## src/rtl/btn_debounce_pkg.sv

```systemverilog
// Shared constants and width helpers for the push-button debouncer.
// Edge strobes are built only when BTN_DEBOUNCE_EDGE_EN is defined.
package btn_debounce_pkg;

  localparam int BTN_TICK_DIV_DEFAULT     = 50000;
  localparam int BTN_STABLE_TICKS_DEFAULT = 8;

  function automatic int cnt_width(input int stable_ticks);
    return $clog2(stable_ticks + 1);
  endfunction

  function automatic int div_width(input int tick_div);
    return (tick_div > 1) ? $clog2(tick_div) : 1;
  endfunction

endpackage

```

## src/rtl/btn_debounce_chan.sv

```systemverilog
// One debounce channel: 2-flop synchroniser, tick-gated stability counter,
// level register and (with BTN_DEBOUNCE_EDGE_EN) registered edge strobes.
module btn_debounce_chan
  import btn_debounce_pkg::*;
#(
  parameter int STABLE_TICKS = BTN_STABLE_TICKS_DEFAULT
) (
  input  logic clk_i,
  input  logic rst_ni,
  input  logic tick_i,
  input  logic btn_i,
  output logic level_o,
  output logic rise_o,
  output logic fall_o
);

  localparam int CW = cnt_width(STABLE_TICKS);
  localparam logic [CW-1:0] LAST = CW'(STABLE_TICKS - 1);

  logic          meta;
  logic          sync;
  logic [CW-1:0] cnt;
  logic          accept;

  assign accept = tick_i && (sync != level_o) && (cnt == LAST);

  always_ff @(posedge clk_i or negedge rst_ni) begin
    if (!rst_ni) begin
      meta <= 1'b0;
      sync <= 1'b0;
    end else begin
      meta <= btn_i;
      sync <= meta;
    end
  end

  always_ff @(posedge clk_i or negedge rst_ni) begin
    if (!rst_ni) begin
      cnt     <= '0;
      level_o <= 1'b0;
    end else if (tick_i) begin
      if (sync == level_o) begin
        cnt <= '0;
      end else if (accept) begin
        cnt     <= '0;
        level_o <= sync;
      end else begin
        cnt <= cnt + CW'(1);
      end
    end
  end

`ifdef BTN_DEBOUNCE_EDGE_EN
  always_ff @(posedge clk_i or negedge rst_ni) begin
    if (!rst_ni) begin
      rise_o <= 1'b0;
      fall_o <= 1'b0;
    end else begin
      rise_o <= accept && sync;
      fall_o <= accept && !sync;
    end
  end
`else
  assign rise_o = 1'b0;
  assign fall_o = 1'b0;
`endif

endmodule

```

## src/rtl/btn_debounce.sv

```systemverilog
// Multi-channel button debouncer: shared sample prescaler plus one
// btn_debounce_chan per pin. Strobes gated by BTN_DEBOUNCE_EDGE_EN.
module btn_debounce
  import btn_debounce_pkg::*;
#(
  parameter int WIDTH        = 4,
  parameter int TICK_DIV     = BTN_TICK_DIV_DEFAULT,
  parameter int STABLE_TICKS = BTN_STABLE_TICKS_DEFAULT
) (
  input  logic             clk_i,
  input  logic             rst_ni,
  input  logic [WIDTH-1:0] btn_i,
  output logic [WIDTH-1:0] level_o,
  output logic [WIDTH-1:0] rise_o,
  output logic [WIDTH-1:0] fall_o,
  output logic             tick_o
);

  localparam int PW = div_width(TICK_DIV);
  localparam logic [PW-1:0] PLAST = PW'(TICK_DIV - 1);

  logic [PW-1:0] pcnt;
  logic          tick;

  // Channels update on the same edge that raises tick_o.
  assign tick = (pcnt == PLAST);

  always_ff @(posedge clk_i or negedge rst_ni) begin
    if (!rst_ni) begin
      pcnt   <= '0;
      tick_o <= 1'b0;
    end else begin
      tick_o <= tick;
      pcnt   <= tick ? '0 : pcnt + PW'(1);
    end
  end

  for (genvar n = 0; n < WIDTH; n++) begin : g_chan
    btn_debounce_chan #(
      .STABLE_TICKS(STABLE_TICKS)
    ) u_chan (
      .clk_i  (clk_i),
      .rst_ni (rst_ni),
      .tick_i (tick),
      .btn_i  (btn_i[n]),
      .level_o(level_o[n]),
      .rise_o (rise_o[n]),
      .fall_o (fall_o[n])
    );
  end

endmodule

```

## config.mk

```make
export PLATFORM = sky130hd
export DESIGN_NAME = btn_debounce
export DESIGN_NICKNAME = d
export VERILOG_FILES = /design/src/rtl/btn_debounce_pkg.sv /design/src/rtl/btn_debounce_chan.sv /design/src/rtl/btn_debounce.sv
export SDC_FILE = /design/constraint.sdc
export NUM_CORES = 1
export LEC_CHECK = 0
export CORE_MARGIN = 2
export CORE_UTILIZATION = 61
export DETAILED_ROUTE_END_ITERATION = 10
export PLACE_DENSITY_LB_ADDON = 0.05
export SLEW_MARGIN = 20
export SYNTH_ARGS = -nofsm -noshare
export SYNTH_HDL_FRONTEND = slang
export SYNTH_SLANG_ARGS = --single-unit
```

## constraint.sdc

```tcl
create_clock -name clk_i -period 3.6 [get_ports clk_i]
set_clock_uncertainty 0.15 [all_clocks]
set_input_delay 0.54 -clock clk_i [delete_from_list [all_inputs] [get_ports clk_i]]
set_output_delay 0.54 -clock clk_i [all_outputs]
set_load 0.02 [all_outputs]
```

==> results of run 1 <==
[worst reg2reg max path: cells and delay by family (launching register included)]
family                     cells  cell delay, ps
DFF                            1             410
adders and majority gates      1             230
and+or+nand+nor                3             490
buffers and inverters          2             550
AOI/OAI and AO/OA              1             330
[cells in the final DEF (no fill, tap or decap), types with 2 or more instances in the layout]
cell type                         count
sky130_fd_sc_hd__nand3_1             15
sky130_fd_sc_hd__clkdlybuf4s50_1      9
sky130_fd_sc_hd__nor3_1               3
sky130_fd_sc_hd__and4bb_2             2
sky130_fd_sc_hd__buf_4                2
sky130_fd_sc_hd__nor2_1              12
sky130_fd_sc_hd__nand2b_1             8
sky130_fd_sc_hd__mux2_2               4
sky130_fd_sc_hd__conb_1               8
sky130_fd_sc_hd__ha_1                 5
sky130_fd_sc_hd__dfrtp_1             45
sky130_fd_sc_hd__inv_1                2
sky130_fd_sc_hd__nand2_1             30
sky130_fd_sc_hd__o2bb2ai_1            4
sky130_fd_sc_hd__nand4_1              3
sky130_fd_sc_hd__xnor2_1              5
sky130_fd_sc_hd__and2_1               5
sky130_fd_sc_hd__clkbuf_4             5
sky130_fd_sc_hd__o21ai_0              4
sky130_fd_sc_hd__o31ai_1              5
sky130_fd_sc_hd__o41ai_1              3
sky130_fd_sc_hd__xor2_1              11
[cell type report]
type | instances | area (um^2)
flip-flops and latches | 45 | 1130
clock inverters | 2 | 37.5
multi-input cells | 140 | 886
clock buffers | 6 | 51.3
repair buffers | 11 | 105
inverters | 3 | 11.3
well taps | 46 | 57.6
fillers | 264 | 1060
[worst max path at each step]
stage / end / slack, ps / depth (start not counted)
after floorplan: g_chan[1].u_chan.cnt[3] / 1840 / 7
after global placement: g_chan[0].u_chan.cnt[3] / 1520 / 7
after detailed placement: g_chan[3].u_chan.cnt[3] / 1350 / 7
after CTS: g_chan[3].u_chan.cnt[3] / 1340 / 7
after global routing: g_chan[0].u_chan.cnt[3] / 1200 / 7
final: g_chan[0].u_chan.cnt[3] / 1350 / 7
[power groups by stage]
stage	clock (mW)	combinational (mW)	sequential, mW
final	0.327	0.0272	0.512
after CTS	0.340	0.0277	0.512
after global routing	0.362	0.0314	0.513
after global placement	0	0.0271	0.521
after detailed placement	0	0.0277	0.522
after floorplan	0	0.0188	0.521
[state kept, by name (all words and copies together) (netlist names)]
register	count
pcnt	16
g_chan.u_chan.sync	4
g_chan.u_chan.meta	4
g_chan.u_chan.cnt	16
tick_o	1
g_chan.u_chan.level_o	4
[per-layer routing]
metal,vias to the layer above,GRT usage [%]
li1,671,-
met1,672,22.0
met2,28,35.0
met3,7,5.41
met4,0,7.78
met5,-,0
[logic make-up (layout without fill, tap and decap cells)]
kind of cell    after synthesis  in the layout  share of synthesized area (%)
other cells                   1              8                          0.177
buf+inv                      19             22                           6.26
xor+xnor                     16             16                           6.62
flops                        45             45                           53.2
fa+ha+maj                     5              5                           2.95
simple gates                 88             88                           21.7
mux                           4              4                           2.13
compound gates               19             19                           7.03
[per-stage QoR]
step	total power [mW]	hold slack, ps
global placement	0.548	182
global route	0.906	13.8
CTS	0.880	179
finish	0.866	-4.97
detailed placement	0.549	188
floorplan	0.540	94.4
==> impl_metrics.tcl, run 1 <==
set metrics [dict create \
    time_the_final_worst_path_needs_with_i_o_delays_and_setup_ps 2250 \
    grt_usage_pct 19.6 \
    net_load_switching_power_mw 0.184 \
    cts_inserted_buffers 5 \
    stdcell_count 253 \
    core.rowCount 21 \
    synthArstFlopShare_pct 100 \
    critical_path.max_fanout 25 \
    fin_hold_ws_ps -4.97 \
    number_of_flip_flops_and_latches_in_the_synthesized_netlist 45 \
    power.density_nw_per_um2 381 \
    final_total_negative_setup_slack_ps 0 \
    worstReg2RegEnd "g_chan[0].u_chan.cnt[3]" \
    core_region_area_um2 3340 \
    synth.yosys.seq_area_share_pct 53.2 \
    viasPerCell 5.45 \
    tritoncts_clock_tree "done" \
    setup.worst_path.start_class "flip-flop" \
    synth_enable_flop_cells 0 \
    path_clk_slew_ps 130 \
    die-height_um 62.9 \
    critical_path.reg2reg.startpoint "pcnt[0]" \
    critical-path-top-delay-family "buffers and inverters" \
    worstPathBufferInverterCount 2 \
    most_frequently_used_cell_type_in_the_post_synthesis_netlist "sky130_fd_sc_hd__dfrtp_1" \
    wirelength_um 3350 \
    synth_largest_area_cell "sky130_fd_sc_hd__dfrtp_1" \
    leakage_nw 1.06 \
    root_buffer_cell "sky130_fd_sc_hd__clkbuf_4" \
    place_hpwl_um 2400 \
    grt_first_pass_wirelength_um 6100 \
    diodes 0 \
    cpMaxStageDelayCell "sky130_fd_sc_hd__dfrtp_1" \
    stdcell_area_um2 2270 \
    timing.hold.worst.class "primary input to asynchronous set/reset pin" \
    end_kind "flip-flop" \
    clockBufferDepth 2 \
    critical_path_required_ps 3710 \
    grt_start_max_net_pins 46 \
    power.ir.vdd_worst_mv 0.261 \
    chipWidth_um 62.9 \
    comb_power_share_pct 3.1 \
    maxUsedRoutingLayer "met4" \
    pwr-share-seq_pct 59.1 \
    wl_per_cell_um 13.2 \
    cts.sinks 45 \
    maxClockFrequency_ghz 0.445 \
    ant_nets 0 \
    r2r_cells 7 \
    timing.setup.critical_path_class "flip-flop to flip-flop" \
    drt_drc_violations_left 0 \
    critical_path_arrival_ps 2360 \
    finalMaxSlewViolations 0 \
    max_slew.worst_pin.slew_ps 543 \
    die_area_um2 3960 \
    ff2ff_setup_slack_ps 1350 \
    final_layout_size_suffix_gt1_share_pct 11.6 \
    setup_violations 0 \
    post_synth.cell_area_avg_um2 10.8 \
    grt_antenna_before_repair 0 \
    place_congestion 0.820 \
    cts-hold-fix-buffers 0 \
    finish.utilization_pct 68.2 \
    port_buffers 10 \
    initial_core_utilization_pct 63.5 \
    violations "hold timing" \
    synth-main-ff-cell "sky130_fd_sc_hd__dfrtp_1" \
    yosys-top-cells-area "sky130_fd_sc_hd__dfrtp_1 (53%), sky130_fd_sc_hd__nand2_1 (5.3%), sky130_fd_sc_hd__xor2_1 (4.5%)" \
    clkPwrFrac_pct 37.8 \
    internal_power_mw 0.682 \
    cp_cell_sequence "ha_1 -> and3_1 -> nand4_1 -> buf_4 -> inv_2 -> nand2_1 -> o41ai_1" \
    yosys_warnings 0 \
    grt-ovfl-total 0 \
    synthDominantCellAreaShare_pct 53.2 \
    p_sw_share_pct 21.3 \
    met2WireLength_um 1740 \
    detail_route.first_pass.iterations 5 \
    worst_slew_margin_rel_pct 63.8 \
    grt_setup_unrepaired "no" \
    via_count_of_the_first_global_routing_pass 1430 \
    cts.htree.levels 2 \
    fin_nets 217 \
    placed_cell_area_um2 2180 \
    dr_total_vias 1378 \
    drt-initial-drc-count 108 \
    area.growth.synth_to_final_pct 7.38 \
    synthesis.area_um2 2120 \
    timing.critical_path.slowest_cell_delay_ps 410 \
    boundary_pin_count 19 \
    max-cap-violations 0 \
    route.met3.wl_um 123 \
    place_ws_ps 1350 \
    cts.repair.resized 0 \
    post-cts-setup-buffer-count 0 \
    wirelength_met1_um 1420 \
    final_period_utilization_pct 62.4 \
    yosys-top-cells-count "sky130_fd_sc_hd__dfrtp_1 (45), sky130_fd_sc_hd__nand2_1 (30), sky130_fd_sc_hd__nand3_1 (15)" \
    final_critical_path_setup_slack_ps 1350 \
    crit_start "pcnt[0]" \
    clk_latency_ps 360 \
    run_status "complete, but fails checks" \
    finalHoldViolCount 15 \
    yosysUniqueCellTypes 37 \
    syn-instance-count 197 \
    dp.cells 245 \
]
Note: power is estimated with default switching activity, not from simulation.
==> run 2: changes to the inputs <==
Settings changed: CORE_UTILIZATION 61 to 56.
Clock period 3.6 ns to 2.23 ns, I/O delays scaled along.
==> run 2 against run 1 <==
The run now ends clean. Die area up 8.4%. Final cell count up 1.6%. Via count up 0.80%. Critical path depth down 1. Count of clock-buffer cells in the layout down 1. Hold slack better by 210 ps. Combinational power up 69%. Critical endpoint unchanged. Largest cell class unchanged. Largest power group unchanged.
==> impl_metrics.tcl, run 2 (synthesis results as in run 1) <==
set metrics [dict create \
    initial_core_utilization_pct 57.9 \
    root_buffer_cell "sky130_fd_sc_hd__clkbuf_8" \
    hold_path_depth 0 \
    power.ir.vdd_worst_mv 0.413 \
    fillerInstances 281 \
    grt_antenna_before_repair 0 \
    time_the_final_worst_path_needs_with_i_o_delays_and_setup_ps 1930 \
    boundary_pin_count 19 \
    fin_hold_ws_ps 204 \
    final_layout_size_suffix_gt1_share_pct 12.0 \
    critical_path.reg2reg.startpoint "pcnt[0]" \
    power.density_nw_per_um2 626 \
    layout.cells.most_common "sky130_fd_sc_hd__dfrtp_1" \
    timing.setup.critical_path_class "flip-flop to flip-flop" \
    worst_slew_margin_rel_pct 63.6 \
    clockBufferDepth 2 \
    worstReg2RegEnd "g_chan[0].u_chan.cnt[3]" \
    cpMaxStageDelayCell "sky130_fd_sc_hd__dfrtp_1" \
    cts.sinks 45 \
    grt_start_max_net_pins 46 \
    place_hpwl_um 2350 \
    cp_cell_sequence "ha_1 -> and3_1 -> nand4_1 -> inv_2 -> nand2_1 -> o41ai_1" \
    core_region_area_um2 3660 \
    timing.hold.worst.class "flip-flop to flip-flop" \
    cts.repair.resized 0 \
    cts.htree.levels 2 \
    ant_nets 0 \
    tritoncts_clock_tree "done" \
    cts-hold-fix-buffers 1 \
    critical_path_arrival_ps 1970 \
    die_area_um2 4290 \
    finalMaxSlewViolations 0 \
    diodes 0 \
    grt_first_pass_wirelength_um 5880 \
    setup.worst_path.start_class "flip-flop" \
    clk_latency_ps 290 \
    cts_inserted_buffers 5 \
    port_buffers 10 \
    timing.hold.worst_endpoint "g_chan[1].u_chan.sync" \
    via_count_of_the_first_global_routing_pass 1335 \
    path_clk_slew_ps 80 \
    grt_setup_unrepaired "no" \
    core.rowCount 22 \
    timing.hold.worst.start "g_chan[1].u_chan.meta" \
    wl_per_cell_um 13.3 \
    detail_route.first_pass.iterations 4 \
    timing.critical_path.slowest_cell_delay_ps 390 \
    critical_path.max_fanout 17 \
    highest_count_cells_in_the_layout_ignoring_fill_and_taps "sky130_fd_sc_hd__dfrtp_1 (45), sky130_fd_sc_hd__nand2_1 (30), sky130_fd_sc_hd__nand3_1 (15), sky130_fd_sc_hd__nor2_1 (12), sky130_fd_sc_hd__xor2_1 (11)" \
    maxClockFrequency_ghz 0.518 \
    drt-initial-drc-count 82 \
    chipWidth_um 65.5 \
    place_congestion 0.769 \
    stdcell_count 257 \
    dp.cells 249 \
    finalHoldViolCount 0 \
    viasPerCell 5.40 \
    grt-ovfl-total 0 \
    max-cap-violations 0 \
    grt_usage_pct 18.1 \
    die-height_um 65.5 \
    drt_drc_violations_left 0 \
    leakage_nw 1.08 \
    wirelength_um 3410 \
    r2r_cells 6 \
    run_status "completed" \
    end_kind "flip-flop" \
    final_total_negative_setup_slack_ps 0 \
    area.growth.synth_to_final_pct 9.27 \
    dr_total_vias 1389 \
    critical_path_required_ps 2270 \
    max_slew.worst_pin.slew_ps 547 \
    final_period_utilization_pct 86.5 \
    setup_violations 0 \
    largest_registers "g_chan.u_chan.cnt: 16 flops, pcnt: 16 flops" \
    ff2ff_setup_slack_ps 300 \
    fin_nets 220 \
    post-cts-setup-buffer-count 0 \
]
## run 2: cell count changes in the layout (fill, tap and decap cells not counted)
| cell | change |
|---|---|
| sky130_fd_sc_hd__buf_2 | +1 |
| sky130_fd_sc_hd__clkinv_2 | +1 |
| sky130_fd_sc_hd__clkbuf_4 | -5 |
| sky130_fd_sc_hd__dlygate4sd3_1 | +1 |
| sky130_fd_sc_hd__buf_4 | +1 |
| sky130_fd_sc_hd__clkbuf_8 | +4 |
| sky130_fd_sc_hd__clkinvlp_4 | -1 |
## run 2: power by group
part | switching (mW) | total [mW] | internal, mW
combinational | 0.0331 | 0.0459 | 0.0128
sequential | 0.00332 | 0.826 | 0.822
clock | 0.252 | 0.578 | 0.325
total | 0.289 | 1.45 | 1.16
## run 2: area by class of cell
cell class              count  area (um^2)  area share (%)
flip-flops and latches     45         1130            48.6
clock inverters             2         35.0            1.51
clock buffers               5         68.8            2.97
repair buffers             14          128            5.51
well taps                  48         60.1            2.59
inverters                   3         11.3           0.486
multi-input cells         140          886            38.3
## run 2: per-layer routing
metal | global-route usage (%) | up-vias | share of wire, %
li1 | - | 677 | -
met1 | 23.1 | 673 | 46
met2 | 29.5 | 33 | 49
met3 | 3.77 | 6 | 3.7
met4 | 9.11 | 0 | 1.1
met5 | 0 | - | 0
## run 2: worst max-delay path: cells and delay by family, from the launching register on
kind	cells	cell delay [ps]
flops	1	390
fa+ha+maj	1	210
simple gates	3	490
compound gates	1	320
buf+inv	1	260
## run 2: metrics by stage
| stage | setup slack [ps] | power (mW) | util [%] | instance area [um^2] |
|---|---|---|---|---|
| after floorplan | 474 | 0.872 | - | 2140 |
| after global placement | 410 | 0.887 | 60.1 | 2200 |
| after detailed placement | 300 | 0.888 | 60.1 | 2200 |
| after CTS | 286 | 1.47 | 63.2 | 2310 |
| after global routing | 85.1 | 1.51 | 63.2 | 2310 |
| final | 300 | 1.45 | 63.2 | 2310 |
## run 2: worst max-delay path by stage
| stage | end | from | cells past startpoint |
|---|---|---|---|
| 4_1_cts | g_chan[0].u_chan.cnt[3] | pcnt[0] | 6 |
| 3_3_place_gp | g_chan[0].u_chan.cnt[3] | pcnt[0] | 6 |
| 3_5_place_dp | g_chan[0].u_chan.cnt[3] | pcnt[0] | 6 |
| 2_1_floorplan | g_chan[1].u_chan.cnt[3] | pcnt[0] | 7 |
| 5_1_grt | g_chan[2].u_chan.cnt[3] | pcnt[0] | 6 |
| 6_report | g_chan[0].u_chan.cnt[3] | pcnt[0] | 6 |
==> run 3: changes to the inputs <==
Settings changed: CORE_ASPECT_RATIO from default to 0.5, CTS_CLUSTER_DIAMETER from default to 30.
==> run 3 against run 2 <==
Maximum frequency fell by 4.7%. Hold slack lost 1.1 ps. Clock power down 18%. Die area grew 0.69%. Count of clock-buffer cells in the layout increased by 2. Final area down 0.43%. Worst setup slack got worse by 94 ps. Global-route usage fell by 0.74 points. Sequential cell count stayed put. Routed wire length is 3.1% lower. Critical path type unchanged. Largest cell class unchanged.
==> impl_metrics.tcl, run 3 (synthesis results as in run 1) <==
set metrics [dict create \
    setup_violations 0 \
    comb_power_share_pct 3.6 \
    boundary_pin_count 19 \
    core.rowCount 15 \
    port_buffers 10 \
    area.growth.synth_to_final_pct 8.80 \
    setup.worst_path.start_class "flip-flop" \
    drt_drc_violations_left 0 \
    detail_route.first_pass.iterations 4 \
    root_buffer_cell "sky130_fd_sc_hd__clkbuf_8" \
    timing.setup.critical_path_class "flip-flop to flip-flop" \
    initial_core_utilization_pct 60.0 \
    cts.sinks 45 \
    power.density_nw_per_um2 586 \
    highest_count_cells_in_the_layout_ignoring_fill_and_taps "sky130_fd_sc_hd__dfrtp_1 (45), sky130_fd_sc_hd__nand2_1 (30), sky130_fd_sc_hd__nand3_1 (15), sky130_fd_sc_hd__nor2_1 (12), sky130_fd_sc_hd__xor2_1 (11)" \
    power.ir.vdd_worst_mv 0.246 \
    worstReg2RegEnd "g_chan[1].u_chan.level_o" \
    cp_cell_sequence "ha_1 -> and3_1 -> nand4_1 -> clkinv_2 -> nand2_1 -> mux2_2" \
    grt-ovfl-total 0 \
    finalMaxSlewViolations 0 \
    layout.cells.most_common "sky130_fd_sc_hd__dfrtp_1" \
    drt-initial-drc-count 44 \
    place_congestion 0.786 \
    largest_registers "g_chan.u_chan.cnt: 16 flops, pcnt: 16 flops" \
    post-cts-setup-buffer-count 0 \
    leakage_nw 1.06 \
    fin_nets 219 \
    die_area_um2 4320 \
    cts.htree.levels 2 \
    clkPwrFrac_pct 35.2 \
    diodes 0 \
    chipWidth_um 91.0 \
    wirelength_um 3300 \
    final_layout_size_suffix_gt1_share_pct 11.0 \
    max-cap-violations 0 \
    time_the_final_worst_path_needs_with_i_o_delays_and_setup_ps 2020 \
    core_region_area_um2 3530 \
    hold_path_depth 0 \
    critical_path_required_ps 2250 \
    timing.hold.worst_endpoint "g_chan[3].u_chan.sync" \
    grt_first_pass_wirelength_um 5680 \
    dr_total_vias 1377 \
    tritoncts_clock_tree "done" \
    cts_inserted_buffers 5 \
    critical_path.reg2reg.startpoint "pcnt[0]" \
    maxClockFrequency_ghz 0.494 \
    die-height_um 47.5 \
    final_total_negative_setup_slack_ps 0 \
    pwr-share-seq_pct 61.2 \
    ff2ff_setup_slack_ps 210 \
    place_ws_ps 133 \
    grt_usage_pct 17.4 \
    final_critical_path_setup_slack_ps 206 \
    timing.critical_path.slowest_cell_delay_ps 410 \
    internal_power_mw 1.06 \
    final_period_utilization_pct 90.8 \
    via_count_of_the_first_global_routing_pass 1263 \
    clk_latency_ps 280 \
    p_sw_share_pct 21.5 \
    timing.hold.worst.start "g_chan[3].u_chan.meta" \
    net_load_switching_power_mw 0.290 \
    path_clk_slew_ps 80 \
    fillerInstances 292 \
    grt_start_max_net_pins 46 \
    timing.hold.worst.class "flip-flop to flip-flop" \
    grt_antenna_before_repair 0 \
    wl_per_cell_um 12.7 \
    clockBufferDepth 2 \
    critical_path_arrival_ps 2050 \
    run_status "completed" \
    ant_nets 0 \
    place_hpwl_um 2290 \
    cpMaxStageDelayCell "sky130_fd_sc_hd__dfrtp_1" \
    finalHoldViolCount 0 \
    viasPerCell 5.30 \
    critical_path.max_fanout 25 \
    grt_setup_unrepaired "no" \
    end_kind "flip-flop" \
    r2r_cells 6 \
]
## run 3: changes by cell type in the layout (fill, tap and decap cells not counted)
cell | previous run | this run
sky130_fd_sc_hd__bufinv_16 | 1 | 0
sky130_fd_sc_hd__clkinvlp_4 | 0 | 1
sky130_fd_sc_hd__buf_4 | 3 | 1
sky130_fd_sc_hd__inv_2 | 1 | 0
sky130_fd_sc_hd__buf_12 | 0 | 1
sky130_fd_sc_hd__clkbuf_1 | 0 | 2
## run 3: what timing repair did
item | in CTS | in global routing
endpoints found under the setup margin | 0 | 3
endpoints found under the hold margin | 45 | 0
hold buffers | 1 | 0
gates resized for setup | 0 | 1
## run 3: layout make-up
| cell class | count | area [um^2] | share of cell area (%) |
|---|---|---|---|
| clock buffers | 7 | 76.3 | 3.31 |
| clock inverters | 1 | 7.51 | 0.326 |
| inverters | 3 | 12.5 | 0.543 |
| multi-input cells | 140 | 886 | 38.4 |
| flip-flops and latches | 45 | 1130 | 48.9 |
| well taps | 51 | 63.8 | 2.77 |
| repair buffers | 13 | 133 | 5.75 |
## run 3: power groups by stage
stage          logic (mW)  registers (mW)  clock network, mW
3_3_place_gp       0.0488           0.842                  0
3_5_place_dp       0.0493           0.842                  0
5_1_grt            0.0556           0.827              0.537
6_report           0.0491           0.826              0.475
2_1_floorplan      0.0303           0.842                  0
4_1_cts            0.0508           0.826              0.494
## run 3: how the worst max path moves through the flow
stage | startpoint | endpoint | slack [ps] | cells past startpoint
floorplan | pcnt[0] | g_chan[1].u_chan.cnt[3] | 470 | 7
global placement | pcnt[0] | g_chan[0].u_chan.cnt[3] | 250 | 6
detailed placement | pcnt[0] | g_chan[3].u_chan.cnt[3] | 130 | 6
CTS | pcnt[0] | g_chan[3].u_chan.cnt[3] | 120 | 6
global route | pcnt[0] | g_chan[0].u_chan.cnt[3] | 50 | 6
finish | pcnt[0] | g_chan[1].u_chan.level_o | 210 | 6
## run 3: worst max-delay path, delay by kind of cell (launching register included)
family	cells	cell delay (ps)
muxes	1	340
adders and majority gates	1	240
and+or+nand+nor	3	460
DFF	1	410
buffers and inverters	1	320
## run 3: per-layer routing
metal	vias to the layer above	wire, um	track usage, %
li1	675	-	-
met1	675	1620	22.3
met2	25	1540	30.4
met3	2	141	5.83
met4	0	8	3.64
met5	-	0	0
## run 3: stage by stage
step | util [%] | hold WS (ps) | std cells | area, um^2 | total power, mW
4_1_cts | 65.3 | 204 | 260 | 2300 | 1.37
2_1_floorplan | - | -111 | 204 | 2140 | 0.872
3_3_place_gp | 62.6 | 180 | 251 | 2210 | 0.891
3_5_place_dp | 62.6 | 182 | 251 | 2210 | 0.892
5_1_grt | 65.3 | 228 | 260 | 2300 | 1.42
6_report | 65.3 | 203 | 260 | 2300 | 1.35
